**src/rtl/vga_timing_pkg.sv**
```systemverilog
// vga_timing_pkg: shared constants for the 640x480@60 VGA timing generator.
//   - Default horizontal/vertical segment lengths and derived totals.
//   - Sync polarity and the foreground/background colours.
//   - 2-bit encoding of the per-axis segment FSM, shared by both axes.
package vga_timing_pkg;

  localparam int CNT_W    = 12;

  localparam int H_ACTIVE = 640;
  localparam int H_FP     = 16;
  localparam int H_SYNC   = 96;
  localparam int H_BP     = 48;
  localparam int H_TOTAL  = H_ACTIVE + H_FP + H_SYNC + H_BP;

  localparam int V_ACTIVE = 480;
  localparam int V_FP     = 10;
  localparam int V_SYNC   = 2;
  localparam int V_BP     = 33;
  localparam int V_TOTAL  = V_ACTIVE + V_FP + V_SYNC + V_BP;

  localparam logic        SYNC_ACTIVE = 1'b0;
  localparam logic [11:0] FG_RGB      = 12'hFFF;
  localparam logic [11:0] BG_RGB      = 12'h000;

  // Segment of one raster axis; the same encoding serves H and V.
  typedef enum logic [1:0] {
    ST_ACT  = 2'd0,
    ST_FP   = 2'd1,
    ST_SYNC = 2'd2,
    ST_BP   = 2'd3
  } axis_state_t;

endpackage

```
**src/rtl/vga_timing_if.sv**
```systemverilog
// vga_timing_if: signals between the timing generator, the renderer and the
// VGA connector.
//   master (timing generator): drives vga_x, vga_y, video_on, frame_tick,
//                              hsync, vsync, rgb; reads pixel.
//   slave  (renderer/sink):    drives pixel; reads everything else.
interface vga_timing_if;
  import vga_timing_pkg::*;

  logic             pixel;
  logic [CNT_W-1:0] vga_x;
  logic [CNT_W-1:0] vga_y;
  logic             video_on;
  logic             frame_tick;
  logic             hsync;
  logic             vsync;
  logic [11:0]      rgb;

  modport master (
    input  pixel,
    output vga_x, vga_y, video_on, frame_tick, hsync, vsync, rgb
  );

  modport slave (
    output pixel,
    input  vga_x, vga_y, video_on, frame_tick, hsync, vsync, rgb
  );

endinterface

```
**src/rtl/vga_timing_sync_axis.sv**
```systemverilog
// sync_axis: one raster axis -- a position counter plus a 4-segment FSM
// (active, front porch, sync, back porch).
//   clk, rst_n : clock, async active-low reset
//   adv        : advance one position this cycle
//   count      : current position, 0..TOTAL-1
//   in_active  : current position is in the active segment
//   in_sync    : current position is in the sync segment
//   at_end     : count is at TOTAL-1 (wraps on the next advance)
//
// state   | meaning
// --------+-------------------------------
// ST_ACT  | visible region, 0..ACTIVE-1
// ST_FP   | front porch
// ST_SYNC | sync pulse
// ST_BP   | back porch, ends at TOTAL-1
module sync_axis
  import vga_timing_pkg::*;
#(
  parameter int ACTIVE = 640,
  parameter int FP     = 16,
  parameter int SYNC   = 96,
  parameter int BP     = 48
) (
  input  logic             clk,
  input  logic             rst_n,
  input  logic             adv,
  output logic [CNT_W-1:0] count,
  output logic             in_active,
  output logic             in_sync,
  output logic             at_end
);

  localparam int TOTAL = ACTIVE + FP + SYNC + BP;
  localparam logic [CNT_W-1:0] LAST_ACT  = CNT_W'(ACTIVE - 1);
  localparam logic [CNT_W-1:0] LAST_FP   = CNT_W'(ACTIVE + FP - 1);
  localparam logic [CNT_W-1:0] LAST_SYNC = CNT_W'(ACTIVE + FP + SYNC - 1);
  localparam logic [CNT_W-1:0] LAST      = CNT_W'(TOTAL - 1);

  axis_state_t      state, state_nxt;
  logic [CNT_W-1:0] count_nxt;

  always_ff @(posedge clk or negedge rst_n) begin
    if (!rst_n) begin
      state <= ST_ACT;
      count <= '0;
    end else begin
      state <= state_nxt;
      count <= count_nxt;
    end
  end

  // Segment changes on the same advance that moves count past the segment's
  // last position, so state always describes the position in count.
  always_comb begin
    state_nxt = state;
    count_nxt = count;
    if (adv) begin
      count_nxt = at_end ? '0 : count + 1'b1;
      unique case (state)
        ST_ACT:  if (count == LAST_ACT)  state_nxt = ST_FP;
        ST_FP:   if (count == LAST_FP)   state_nxt = ST_SYNC;
        ST_SYNC: if (count == LAST_SYNC) state_nxt = ST_BP;
        ST_BP:   if (at_end)             state_nxt = ST_ACT;
        default:                         state_nxt = ST_ACT;
      endcase
    end
  end

  assign at_end    = (count == LAST);
  assign in_active = (state == ST_ACT);
  assign in_sync   = (state == ST_SYNC);

endmodule

```
**src/rtl/vga_timing.sv**
```systemverilog
// vga_timing: 640x480@60 raster generator and VGA output stage.
//   pixel_clk : pixel clock (only clock)
//   rst_n     : async active-low reset
//   vif       : vga_timing_if.master -- vga_x/vga_y/video_on/frame_tick to
//               the renderer, pixel back from it, hsync/vsync/rgb to the
//               connector.
// Outputs hsync/vsync/rgb lag the presented position by one cycle, matching
// the renderer's registered pixel.
// Build option VGA_TEST_PATTERN_EN: replaces the pixel input with an internal
// 16x16 checkerboard for bring-up without the renderer.
module vga_timing #(
  parameter int H_ACTIVE = vga_timing_pkg::H_ACTIVE,
  parameter int H_FP     = vga_timing_pkg::H_FP,
  parameter int H_SYNC   = vga_timing_pkg::H_SYNC,
  parameter int H_BP     = vga_timing_pkg::H_BP,
  parameter int V_ACTIVE = vga_timing_pkg::V_ACTIVE,
  parameter int V_FP     = vga_timing_pkg::V_FP,
  parameter int V_SYNC   = vga_timing_pkg::V_SYNC,
  parameter int V_BP     = vga_timing_pkg::V_BP
) (
  input  logic         pixel_clk,
  input  logic         rst_n,
  vga_timing_if.master vif
);

  localparam int          W       = vga_timing_pkg::CNT_W;
  localparam logic        SYNC_ON = vga_timing_pkg::SYNC_ACTIVE;
  localparam logic [11:0] FG      = vga_timing_pkg::FG_RGB;
  localparam logic [11:0] BG      = vga_timing_pkg::BG_RGB;

  logic [W-1:0] h_cnt, v_cnt;
  logic         h_active, h_in_sync, h_at_end;
  logic         v_active, v_in_sync, v_at_end_unused;
  logic         active_q, hsync_q, vsync_q, frame_tick_q;
  logic         pix;

  sync_axis #(
    .ACTIVE(H_ACTIVE), .FP(H_FP), .SYNC(H_SYNC), .BP(H_BP)
  ) u_h_axis (
    .clk(pixel_clk), .rst_n(rst_n), .adv(1'b1),
    .count(h_cnt), .in_active(h_active), .in_sync(h_in_sync), .at_end(h_at_end)
  );

  sync_axis #(
    .ACTIVE(V_ACTIVE), .FP(V_FP), .SYNC(V_SYNC), .BP(V_BP)
  ) u_v_axis (
    .clk(pixel_clk), .rst_n(rst_n), .adv(h_at_end),
    .count(v_cnt), .in_active(v_active), .in_sync(v_in_sync),
    .at_end(v_at_end_unused)
  );

  assign vif.vga_x    = h_cnt;
  assign vif.vga_y    = v_cnt;
  assign vif.video_on = h_active && v_active;

  always_ff @(posedge pixel_clk or negedge rst_n) begin
    if (!rst_n) begin
      active_q     <= 1'b0;
      hsync_q      <= ~SYNC_ON;
      vsync_q      <= ~SYNC_ON;
      frame_tick_q <= 1'b0;
    end else begin
      active_q     <= h_active && v_active;
      hsync_q      <= h_in_sync ? SYNC_ON : ~SYNC_ON;
      vsync_q      <= v_in_sync ? SYNC_ON : ~SYNC_ON;
      frame_tick_q <= h_at_end && (v_cnt == W'(V_ACTIVE - 1));
    end
  end

`ifdef VGA_TEST_PATTERN_EN
  logic pattern_q;

  always_ff @(posedge pixel_clk or negedge rst_n) begin
    if (!rst_n) pattern_q <= 1'b0;
    else        pattern_q <= h_cnt[4] ^ v_cnt[4];
  end

  assign pix = pattern_q;
`else
  assign pix = vif.pixel;
`endif

  // pix and active_q both describe the previous position and are register
  // outputs, so rgb changes on the same edge as hsync/vsync.
  assign vif.rgb        = active_q ? (pix ? FG : BG) : 12'h000;
  assign vif.hsync      = hsync_q;
  assign vif.vsync      = vsync_q;
  assign vif.frame_tick = frame_tick_q;

endmodule
```
**src/flat_wrapper.sv**
```systemverilog
// flat-port wrapper written by rule: the top's interface ports become plain ports
module vga_timing_flat 
#(
  parameter int H_ACTIVE = vga_timing_pkg::H_ACTIVE,
  parameter int H_FP     = vga_timing_pkg::H_FP,
  parameter int H_SYNC   = vga_timing_pkg::H_SYNC,
  parameter int H_BP     = vga_timing_pkg::H_BP,
  parameter int V_ACTIVE = vga_timing_pkg::V_ACTIVE,
  parameter int V_FP     = vga_timing_pkg::V_FP,
  parameter int V_SYNC   = vga_timing_pkg::V_SYNC,
  parameter int V_BP     = vga_timing_pkg::V_BP
)
  (pixel_clk, rst_n, vif_pixel, vif_vga_x, vif_vga_y, vif_video_on, vif_frame_tick, vif_hsync, vif_vsync, vif_rgb);
  vga_timing_if vif_i ();
  input  logic pixel_clk;
  input  logic rst_n;
  input wire logic [$bits(vif_i.pixel)-1:0] vif_pixel;
  output wire logic [$bits(vif_i.vga_x)-1:0] vif_vga_x;
  output wire logic [$bits(vif_i.vga_y)-1:0] vif_vga_y;
  output wire logic [$bits(vif_i.video_on)-1:0] vif_video_on;
  output wire logic [$bits(vif_i.frame_tick)-1:0] vif_frame_tick;
  output wire logic [$bits(vif_i.hsync)-1:0] vif_hsync;
  output wire logic [$bits(vif_i.vsync)-1:0] vif_vsync;
  output wire logic [$bits(vif_i.rgb)-1:0] vif_rgb;
  assign vif_i.pixel = vif_pixel;
  assign vif_vga_x = vif_i.vga_x;
  assign vif_vga_y = vif_i.vga_y;
  assign vif_video_on = vif_i.video_on;
  assign vif_frame_tick = vif_i.frame_tick;
  assign vif_hsync = vif_i.hsync;
  assign vif_vsync = vif_i.vsync;
  assign vif_rgb = vif_i.rgb;
  vga_timing #(.H_ACTIVE(H_ACTIVE), .H_FP(H_FP), .H_SYNC(H_SYNC), .H_BP(H_BP), .V_ACTIVE(V_ACTIVE), .V_FP(V_FP), .V_SYNC(V_SYNC), .V_BP(V_BP)) u_core (.pixel_clk(pixel_clk), .rst_n(rst_n), .vif(vif_i));
endmodule
```
**config.mk**
```make
export PLATFORM = sky130hd
export DESIGN_NAME = vga_timing_flat
export DESIGN_NICKNAME = d
export VERILOG_FILES = /design/src/rtl/vga_timing_pkg.sv /design/src/rtl/vga_timing_if.sv /design/src/rtl/vga_timing_sync_axis.sv /design/src/rtl/vga_timing.sv /design/src/flat_wrapper.sv
export SDC_FILE = /design/constraint.sdc
export NUM_CORES = 1
export LEC_CHECK = 0
export BUFFER_PORTS_ARGS = -buffer_cell sky130_fd_sc_hd__buf_2
export CAP_MARGIN = 20
export CORE_ASPECT_RATIO = 2
export CORE_MARGIN = 2
export CORE_UTILIZATION = 49
export DETAILED_ROUTE_END_ITERATION = 6
export GPL_TIMING_DRIVEN = 0
export MAX_ROUTING_LAYER = met4
export PLACE_DENSITY = 0.72
export SYNTH_ARGS = -nofsm -noshare
export SYNTH_HDL_FRONTEND = slang
export SYNTH_SLANG_ARGS = --single-unit
export TNS_END_PERCENT = 50
```
**constraint.sdc**
```tcl
create_clock -name pixel_clk -period 2.5 [get_ports pixel_clk]
set_clock_uncertainty 0.1 [all_clocks]
set_input_delay 0.625 -clock pixel_clk [delete_from_list [all_inputs] [get_ports pixel_clk]]
set_output_delay 0.625 -clock pixel_clk [all_outputs]
set_load 0.05 [all_outputs]
```
# [After elaboration in Yosys (flattened, before gate mapping)]
# Index checks and enable logic that the tools add are counted.
[word_totals] output_inout_bits=40 mem_bits_rw=0 inputBits=3 ff_bits=32 mem_bits_ro=0 wordCells=54 n_memories=0 latchBits=0
[classes] order_cmp=0 n_reduce_logical=6 n_shift=0 eq_ne=22 n_div=0 bitwise_logic=0 n_mux=16 n_mul=0 add_sub_neg=2
[ops] cell="$eq A12 B10 Y1 const B" count=5
[ops] cell="$mux W12" count=4
[ops] cell="$eq A12 B9 Y1 const B" count=3
[ops] cell="$add A12 B1 Y12 const B" count=2
[ops] cell="$mux W2" count=8
[ops] cell="$pmux W2 S4" count=2
[ops] cell="$ne A2 B2 Y1 const B" count=7
[ops] cell="$eq A2 B2 Y1 const B" count=4
[ops] cell="$reduce_and A5 Y1" count=1
[ops] cell="$eq A2 B1 Y1 const B" count=2
[ops] cell="$logic_not A2 Y1" count=2
[ops] cell="$reduce_and A4 Y1" count=1
[ops] cell="$logic_and A1 B1 Y1" count=2
[ops] cell="$mux W1" count=2
[ops] cell="$ne A2 B1 Y1 const B" count=1

# [Depth between registers and ports, before layout]
# Gate-level depths: netlist of run 1.
[depth] ltp_word=3 depth_mapped=8 mapped_depth_nobuf=7

# [Cells and area by module]
# Synthesis of run 1 repeated with hierarchy kept, for this count alone.
[unflattened] hier_cells=187 area_unflattened_um2=1956.9
[by_module_without_submodules] mod="sync_axis (u_core.u_v_axis)" n_inst=1 cells_each=84 area_per_inst_um2=907.1
[by_module_without_submodules] mod="sync_axis (u_core.u_h_axis)" n_inst=1 cells_each=78 area_per_inst_um2=798.3
[by_module_without_submodules] mod="vga_timing" n_inst=1 cells_each=25 area_per_inst_um2=251.5

# [Worst setup path after synthesis of run 1]
# Ideal clock, no wire load.
[synth_timing] path_kind="register -> register" start="reg u_core.u_v_axis.count[0]" end="reg u_core.u_v_axis.state[1]" slack_ns=0.013 path_stages_with_launch=7 setup_ns=0.128 n_path_buf=0 required_time_ns=2.272 arrival_time_ns=2.259 path_cell_list="dfrtp_1 > ha_1 > nand4_1 > o41ai_2 > o21ai_1 > nor4_4 > mux2_1"
[synth_via] elab_chain_cells=3 word_cells_on_any_way=9 cone_classes="8 x eq/ne; 1 x reduce/logical"
[synth_lines] item="start: declaration" line_no="vga_timing_sync_axis.sv:27" source="output logic [CNT_W-1:0] count,"
[synth_lines] item="start signal: assignment" line_no="vga_timing_sync_axis.sv:48" source="count <= count_nxt;"
[synth_lines] item="$eq A12 B9 Y1, or another cell as far along" line_no="vga_timing_sync_axis.sv:60" source="ST_ACT: if (count == LAST_ACT) state_nxt = ST_FP;"
[synth_lines] item="$ne A2 B2 Y1 (no line)"
[synth_lines] item="$reduce_and A5 Y1 (no line) *"
[synth_lines] item="end signal: assignment" line_no="vga_timing_sync_axis.sv:47" source="state <= state_nxt;"
[synth_lines] item="end: declaration" line_no="vga_timing_sync_axis.sv:39" source="axis_state_t state, state_nxt;"
# Mark *: on every way between the ends. The rest lies on a longest branch, timed or not.
# A chain may end at the register's enable or synchronous reset.

# [Worst setup path in the final report of run 1]
[layout_timing] start="reg u_core.u_v_axis.count[9]" end="reg u_core.u_v_axis.state[1]"
# Same word-level chain as after synthesis.

==> reports/qor.yml, run 1 <==
crit_required_ns: 2.56
dp.cells: 270
drv_slew: 0
wl_mm: 3.99
antenna_found_initial: 0
wl_per_cell_um: 14.3
clk_pin_slew_ns: 0.07
fmax_mhz: 410
wl_met3_um: 160
min_period_ns: 2.44
layout-drive-gt1-share: 0.317
tightest_slew_ns: 0.734
crit_type: "reg -> reg"
cts_buffers: 5
ys_ff_latch: 32
rows: 31
track_usage: 0.214
hold_path.class: "in -> async"
drt_iter0_markers: 41
status: "finished, final reports clean"
nNetsFinal: 245
grt_pass1_vias: 1486
die_y_um: 90.3
clockBufferDepth: 2
place_hpwl_mm: 2.91
synth_cell_type_count: 41
crit_fanout: 5
cts_hold_buf: 0
cts_sinks: 32
wl_met2_mm: 2.19
synthToLayoutAreaGrowth_pct: 22.5
fp.dieW_um: 47.1
cellLeakagePower_uw: 0.00108
vias: 1497
postSynthAreaPerCell_um2: 10.2
grt_pass1_wl_mm: 6.55
ctsHtreeMaxLevel: 2
hold_viol: 0
initial_utilization: 0.505
place_congestion: 0.820
syn_nets: 195
finalSetupViolCount: 0
root_buffer: "clkbuf_8"
grt_setup_unrepaired: "false"
fin_cells: 279
finalSetupTns_ns: 0
cts_tree: "done"
ant_nets: 0
fin_crit_sh: 0.975
firstDrtPassIters: 4
max-slew-margin-rel: 0.511
post-route-drc-count: 0
ir_drop_mv: 0.453
cp_slowest_cell: "or4b_1"
cp.arrival_ns: 2.50
maxCapViolations: 0
via_per_inst: 5.37
slowest_delay_ns: 0.59
yosysWarnings: 0
highest_layer: "met4"
die-area_mm2: 0.00425
num-fill-cells: 332
ys_seq_area_frac: 0.441
clk_latency_ns: 0.29
path_cells: "or4b_1, or2_2, a2bb2oi_1, nor4_4, mux2_1"
wl_met1_mm: 1.50
antenna_cells: 0
overflow: 0
synthCells: 179
core_mm2: 0.00361
grt_max_degree: 33
port_buffers: 42
power_density_mw_per_mm2: 509
ios: 43
synth_area_mm2: 0.00182
cp-end-kind: "flop"
startpoint_type: "flop"
## power breakdown
| part | internal (uW) | switching [uW] | leakage (uW) | total (uW) |
|---|---|---|---|---|
| sequential | 518 | 0 | 0.000421 | 518 |
| clock | 352 | 195 | 0.0000645 | 546 |
| combinational | 18.5 | 53.8 | 0.000597 | 72.3 |
## per-layer routing
| metal | global-route usage | vias up |
|---|---|---|
| met4 | 0.123 | 0 |
| met1 | 0.214 | 708 |
| met5 | - | - |
| met3 | 0.0380 | 13 |
| met2 | 0.358 | 61 |
| li1 | - | 715 |
## synthesized netlist by cell type, drive strengths merged
library cell | n | share of area
nand2b | 4 | 0.014
a32oi | 1 | 0.0048
mux2i | 1 | 0.0055
and4 | 1 | 0.0048
xnor2 | 7 | 0.034
nor4 | 4 | 0.022
clkbuf | 3 | 0.0062
a21oi | 2 | 0.0055
buf | 13 | 0.051
nor2 | 13 | 0.027
and3 | 4 | 0.014
or4 | 1 | 0.0041
xor2 | 9 | 0.043
o21ai | 8 | 0.022
inv | 10 | 0.021
nand4 | 7 | 0.024
or2 | 2 | 0.0069
o31ai | 2 | 0.0082
a211oi | 1 | 0.0041
nand2 | 10 | 0.021
dfrtp | 30 | 0.41
mux2 | 2 | 0.012
or4b | 1 | 0.0055
nor2b | 1 | 0.0034
ha | 13 | 0.089
o41ai | 4 | 0.023
nand3b | 1 | 0.0041
nor3 | 2 | 0.0055
dfstp | 2 | 0.029
nor4b | 3 | 0.018
and3b | 1 | 0.0048
and2 | 4 | 0.014
nor3b | 2 | 0.0082
a2bb2oi | 1 | 0.0048
o22ai | 1 | 0.0034
nand3 | 8 | 0.022
## per-stage QoR
step	utilization	power [uW]	hold slack (ns)	cell area, um2	worst slack [ns]
finish	0.619	1140	0.300	2230	0.0620
global route	0.619	1180	0.345	2230	0.0205
floorplan	-	580	0.229	1820	0.0133
global placement	0.581	600	0.390	2090	0.0796
CTS	0.616	1150	0.308	2220	0.0276
detailed placement	0.581	601	0.393	2090	0.0456
## cells by family after synthesis
| group | count (synthesis) | share of synthesized area |
|---|---|---|
| AOI/OAI and AO/OA | 20 | 0.0762 |
| xor gates and xnor gates | 16 | 0.0769 |
| adders and majority gates | 13 | 0.0892 |
| buffers and inverters | 26 | 0.0776 |
| DFF | 32 | 0.441 |
| muxes | 3 | 0.0178 |
| and+or+nand+nor | 69 | 0.222 |
## final timing paths
path | startpoint | to | slack [ns] | cells after the start
worst max-delay path | u_core.u_v_axis.count[9] | u_core.u_v_axis.state[1] | 0.06 | 5
worst min-delay path | rst_n | u_core.vif.frame_tick | 0.30 | 1
worst max register to register | u_core.u_v_axis.count[9] | u_core.u_v_axis.state[1] | 0.06 | 5
worst min register to register | u_core.u_h_axis.count[11] | u_core.u_h_axis.count[11] | 0.40 | 1
max in group asynchronous | rst_n | u_core.u_v_axis.state[0] | 1.53 | 1
min in group pixel_clk | u_core.u_h_axis.count[11] | u_core.u_h_axis.count[11] | 0.40 | 1
## state kept, by name (all words and copies together), names as in the netlist
signal,count
u_core.active_q,1
u_core.u_h_axis.count,12
u_core.u_h_axis.state,2
u_core.u_v_axis.count,12
u_core.u_v_axis.state,2
u_core.vif.frame_tick,1
u_core.vif.hsync,1
u_core.vif.vsync,1
## cell type report
class	instances	area, um2	share of cell area
clock inverter	1	30.0	0.0134
clock buffer	7	96.3	0.0431
tap	49	61.3	0.0275
inverter	10	37.5	0.0168
sequential	32	803	0.360
buffer	15	100	0.0448
timing repair buffer	44	225	0.101
multi-input combinational	121	880	0.394
## critical path: cells and delay by family (launching register included)
| kind | cells | cell delay, ns |
|---|---|---|
| compound gates | 1 | 0.18 |
| flops | 1 | 0.44 |
| mux | 1 | 0.36 |
| simple gates | 3 | 1.24 |
## timing repair
action / in CTS / in global routing
gates resized for setup: 0 / 1
setup endpoints to repair: 0 / 2
buffers inserted: 0 / 2
endpoints found under the hold margin: 0 / 0
## layout by cell type, fill, tap and decap left out, types with 2 or more instances in the layout
master    count
nor2_1       13
nor4b_1       2
nand4_1       7
nor4_1        3
ha_1         13
clkbuf_1      2
nor3_1        2
and3_1        4
xnor2_1       7
inv_1        10
o41ai_1       3
dfrtp_1      30
o21ai_0       7
nand2b_1      4
a21oi_1       2
and2_1        4
clkbuf_8      7
mux2_1        2
xor2_1        9
nor3b_1       2
o31ai_1       2
buf_2        44
buf_4        13
nand3_1       8
nand2_1      10
dfstp_2       2
or2_2         2
Power figures use the tool's default switching activity.
==> inputs of run 2 (changes only) <==
--- a/config.mk
+++ b/config.mk
@@ -5,6 +5,7 @@
 export SDC_FILE = /design/constraint.sdc
 export NUM_CORES = 1
 export LEC_CHECK = 0
+export ABC_AREA = 1
 export BUFFER_PORTS_ARGS = -buffer_cell sky130_fd_sc_hd__buf_2
 export CAP_MARGIN = 20
 export CORE_ASPECT_RATIO = 2
@@ -13,7 +14,7 @@
 export DETAILED_ROUTE_END_ITERATION = 6
 export GPL_TIMING_DRIVEN = 0
 export MAX_ROUTING_LAYER = met4
-export PLACE_DENSITY = 0.72
+export PLACE_DENSITY = 0.71
 export SYNTH_ARGS = -nofsm -noshare
 export SYNTH_HDL_FRONTEND = slang
 export SYNTH_SLANG_ARGS = --single-unit
==> reports/qor.yml, run 2 <==
final.setup.worst_slack_ns: 0.363
worstRegToRegCells: 8
via_per_inst: 5.03
rows: 33
tightest_slew_ns: 0.726
ys_async_sr_fraction: 1.00
clock_power_share: 0.418
drt_iter0_markers: 32
ff2ff_setup_slack_ns: 0.61
p_comb_frac: 0.071
grt_pass1_vias: 1798
layout_commonest_cell: "nand2_1"
yosys.area.top_type: "dfrtp_1"
clk_pin_slew_ns: 0.07
antenna_found_initial: 0
power_switching_uw: 258
wl_mm: 4.64
cp-end-kind: "primary output"
finalSetupViolCount: 0
cts_sinks: 32
firstDrtPassIters: 5
grt_max_degree: 33
min_period_ns: 2.14
yosysMostFrequentCell: "nand2_1"
cts_hold_buf: 0
hold_path.class: "in -> async"
postCtsSetupRepairBufs: 0
die-area_mm2: 0.00474
grt_pass1_wl_mm: 7.82
maxCapViolations: 0
final_core_util: 0.597
holdWs_ns: 0.283
core_mm2: 0.00405
root_buffer: "clkbuf_8"
final_cell_mix: "69 x nand2_1, 43 x buf_2, 38 x inv_1"
drv_slew: 0
hold_viol: 0
switching_share: 0.254
fmax_mhz: 468
cts_tree: "done"
ant_nets: 0
synth_cell_type_count: 26
startpoint_type: "flop"
place_hpwl_mm: 3.54
syn_nets: 287
grt_setup_unrepaired: "false"
yosysWarnings: 0
max-slew-margin-rel: 0.516
vias: 1878
synth_top_cell_area_share: 0.367
cts_buffers: 5
pre_cts_ws_ns: 0.373
place_congestion: 0.916
reg.largest.list: "u_core.u_h_axis.count: 12 flops, u_core.u_v_axis.count: 12 flops"
ys_ff_latch: 32
crit_type: "reg -> out"
synth_area_mm2: 0.00205
wl_per_cell_um: 12.5
initial_utilization: 0.506
pwr-share-seq: 0.511
port_buffers: 42
layout-drive-gt1-share: 0.240
fin_crit_sh: 0.855
ios: 43
cellLeakagePower_uw: 0.00128
dp.cells: 365
crit_required_ns: 1.77
power_density_mw_per_mm2: 420
ctsResizeCount: 0
postSynthAreaPerCell_um2: 7.55
synthToLayoutAreaGrowth_pct: 18.0
antenna_cells: 0
ctsHtreeMaxLevel: 2
clk_latency_ns: 0.29
p_int_uw: 756
post-route-drc-count: 0
ir_drop_mv: 0.458
synth_ff_type: "dfrtp_1"
synth_area_leaders: "dfrtp_1 37%, nand2_1 13%, ha_1 7.9%"
finalSetupTns_ns: 0
ys_seq_area_frac: 0.392
cp.arrival_ns: 1.41
clockBufferDepth: 2
netlist_top_cells_count: "69 x nand2_1, 38 x inv_1, 30 x dfrtp_1, 30 x nor2_1, 22 x nand3_1"
crit_fanout: 4
synthCells: 271
die_y_um: 95.4
synth_edf_count: 0
fp.dieW_um: 49.7
status: "finished, final reports clean"
nNetsFinal: 336
overflow: 0
track_usage: 0.223
fin_cells: 373
-- run 2: final cells by class --
class	count	area, um2
flip-flops and latches	32	803
clock inverters	2	10.0
clock buffers	6	82.6
plain buffers	14	106
inverters	40	150
multi-input cells	185	987
fillers	415	1630
repair buffers	42	210
well taps	52	65.1
-- run 2: logic make-up (layout without fill, tap and decap cells) --
family | Yosys count | after routing | synth area share
compound gates | 19 | 19 | 0.0471
xor+xnor | 10 | 10 | 0.0428
fa+ha+maj | 13 | 13 | 0.0795
buf+inv | 54 | 104 | 0.125
flops | 32 | 32 | 0.392
simple gates | 143 | 143 | 0.313
-- run 2: metrics by stage --
| step | instance area, um2 | total power, uW |
|---|---|---|
| after floorplan | 2050 | 580 |
| after global placement | 2320 | 601 |
| after detailed placement | 2320 | 601 |
| after CTS | 2410 | 1030 |
| after global routing | 2410 | 1050 |
| final | 2410 | 1010 |
-- run 2: power by group through the flow --
stage | logic [uW] | registers (uW) | clock network, uW
floorplan | 52.2 | 528 | 0
global placement | 73.2 | 527 | 0
detailed placement | 73.9 | 527 | 0
CTS | 74.0 | 517 | 434
global route | 77.7 | 517 | 455
finish | 72.3 | 518 | 424
-- run 2: metal layers --
layer / track usage / wire (um)
met1: 0.199 / 1650
met2: 0.446 / 2700
met3: 0.0298 / 186
met4: 0.102 / 111
met5: - / 0
-- run 2: worst max-delay path, stage by stage (launching register included) --
cell and delay [ns]:
dfrtp_1 0.42, inv_1 0.12, ha_1 0.21, nand2_1 0.06, inv_1 0.06, buf_2 0.25
-- run 2: worst paths after layout --
check | start | to
worst min-delay path | rst_n | u_core.u_h_axis.count[8]
max in group asynchronous | rst_n | u_core.u_v_axis.count[2]
min in group pixel_clk | u_core.u_h_axis.count[0] | u_core.u_h_axis.count[0]
worst min register to register | u_core.u_h_axis.count[0] | u_core.u_h_axis.count[0]
worst max-delay path | u_core.u_h_axis.state[1] | vif_video_on
worst max register to register | u_core.u_h_axis.count[0] | u_core.u_v_axis.state[1]
==> inputs of run 3 (changes only) <==
--- a/config.mk
+++ b/config.mk
@@ -10,11 +10,11 @@
 export CAP_MARGIN = 20
 export CORE_ASPECT_RATIO = 2
 export CORE_MARGIN = 2
-export CORE_UTILIZATION = 49
+export CORE_UTILIZATION = 54
 export DETAILED_ROUTE_END_ITERATION = 6
 export GPL_TIMING_DRIVEN = 0
 export MAX_ROUTING_LAYER = met4
-export PLACE_DENSITY = 0.71
+export PLACE_DENSITY = 0.77
 export SYNTH_ARGS = -nofsm -noshare
 export SYNTH_HDL_FRONTEND = slang
 export SYNTH_SLANG_ARGS = --single-unit
==> reports/qor.yml, run 3 (synthesis gave the netlist of run 2 again) <==
status: "finished, final reports clean"
grt_pass1_wl_mm: 8.07
final.setup.worst_slack_ns: 0.376
reg.largest.list: "u_core.u_h_axis.count: 12 flops, u_core.u_v_axis.count: 12 flops"
drv_slew: 0
drt_iter0_markers: 52
vias: 1868
critical_path_buf_inv_count: 4
nNetsFinal: 336
pre_cts_ws_ns: 0.362
path_cells: "buf_2, nand2_1, inv_1, buf_4, buf_2"
cts_sinks: 32
overflow: 0
cp.arrival_ns: 1.40
finalSetupViolCount: 0
ctsHtreeMaxLevel: 2
cts_tree: "done"
synthToLayoutAreaGrowth_pct: 17.8
fmax_mhz: 471
crit_required_ns: 1.77
hold_viol: 0
wl_per_cell_um: 12.8
cp-end-kind: "primary output"
final_cell_mix: "69 x nand2_1, 43 x buf_2, 38 x inv_1"
cp_num_cells: 5
crit_type: "in -> out"
cts_buffers: 5
postCtsSetupRepairBufs: 0
antenna_found_initial: 0
ant_nets: 0
finalSetupTns_ns: 0
die-area_mm2: 0.00433
layout-drive-gt1-share: 0.240
root_buffer: "clkbuf_8"
cp_slowest_cell: "buf_2"
ff2ff_setup_slack_ns: 0.60
ir_drop_mv: 0.345
clk_latency_ns: 0.29
ios: 43
power_density_mw_per_mm2: 418
rows: 31
port_buffers: 42
core_mm2: 0.00361
maxCapViolations: 0
ctsResizeCount: 0
fin_crit_sh: 0.849
clk_pin_slew_ns: 0.08
cellLeakagePower_uw: 0.00128
grt_max_degree: 33
critPathLaunch: "vif_pixel"
place_congestion: 0.918
r2r-start: "u_core.u_h_axis.count[0]"
cpMostUsedCell: "buf_2"
place_hpwl_mm: 3.49
layout_commonest_cell: "nand2_1"
reg2reg_to: "u_core.u_v_axis.state[1]"
crit_end: "vif_rgb[5]"
track_usage: 0.264
holdWs_ns: 0.287
firstDrtPassIters: 4
num-fill-cells: 336
tightest_slew_ns: 0.728
wl_mm: 4.72
antenna_cells: 0
via_per_inst: 5.05
slowest_delay_ns: 0.25
crit_fanout: 12
max-slew-margin-rel: 0.515
post-route-drc-count: 0
min_period_ns: 2.12
cts_hold_buf: 0
clockBufferDepth: 2
die_y_um: 91.1
worstRegToRegCells: 8
grt_setup_unrepaired: "false"
initial_utilization: 0.567
critical-path-top-delay-family: "buffers and inverters"
hold_path.class: "in -> async"
startpoint_type: "input pin"
fp.dieW_um: 47.5
grt_pass1_vias: 1816
run 3: cell counts in the layout (fill, tap and decap cells not counted):
Identical to the previous run, type by type.
run 3: area by class of cell:
type	instances	area, um2	area share
tap	49	61.3	0.0254
clock buffer	6	82.6	0.0343
timing repair buffer	42	210	0.0872
multi-input combinational	185	987	0.409
sequential	32	803	0.333
inverter	40	150	0.0623
clock inverter	2	10.0	0.00415
buffer	14	106	0.0441
run 3: per-stage QoR:
stage | utilization | instances | cell area (um2) | total power, uW
floorplan | - | 271 | 2050 | 580
global placement | 0.643 | 362 | 2320 | 600
detailed placement | 0.643 | 362 | 2320 | 601
CTS | 0.668 | 370 | 2410 | 1020
global route | 0.668 | 370 | 2410 | 1040
finish | 0.668 | 370 | 2410 | 1010
run 3: routing by layer:
layer  up-vias  share of wire  track usage
li1        930              -            -
met1       871           0.37        0.268
met2        52           0.57        0.443
met3        15          0.036       0.0497
met4         0          0.030        0.140
met5         -              0            -
run 3: power by group:
group | switching (uW) | internal (uW)
Combinational | 54.0 | 18.3
Sequential | 0 | 518
Clock | 198 | 220
Total | 252 | 756
run 3: worst min-delay path by stage:
stage,start,to,slack (ns)
6_report,rst_n,u_core.u_h_axis.count[9],0.29
5_1_grt,rst_n,u_core.u_h_axis.count[9],0.34
4_1_cts,rst_n,u_core.u_h_axis.count[9],0.31
3_5_place_dp,u_core.u_h_axis.count[0],u_core.u_h_axis.count[0],0.38
3_3_place_gp,u_core.u_h_axis.count[0],u_core.u_h_axis.count[0],0.38
2_1_floorplan,rst_n,u_core.active_q,0.23
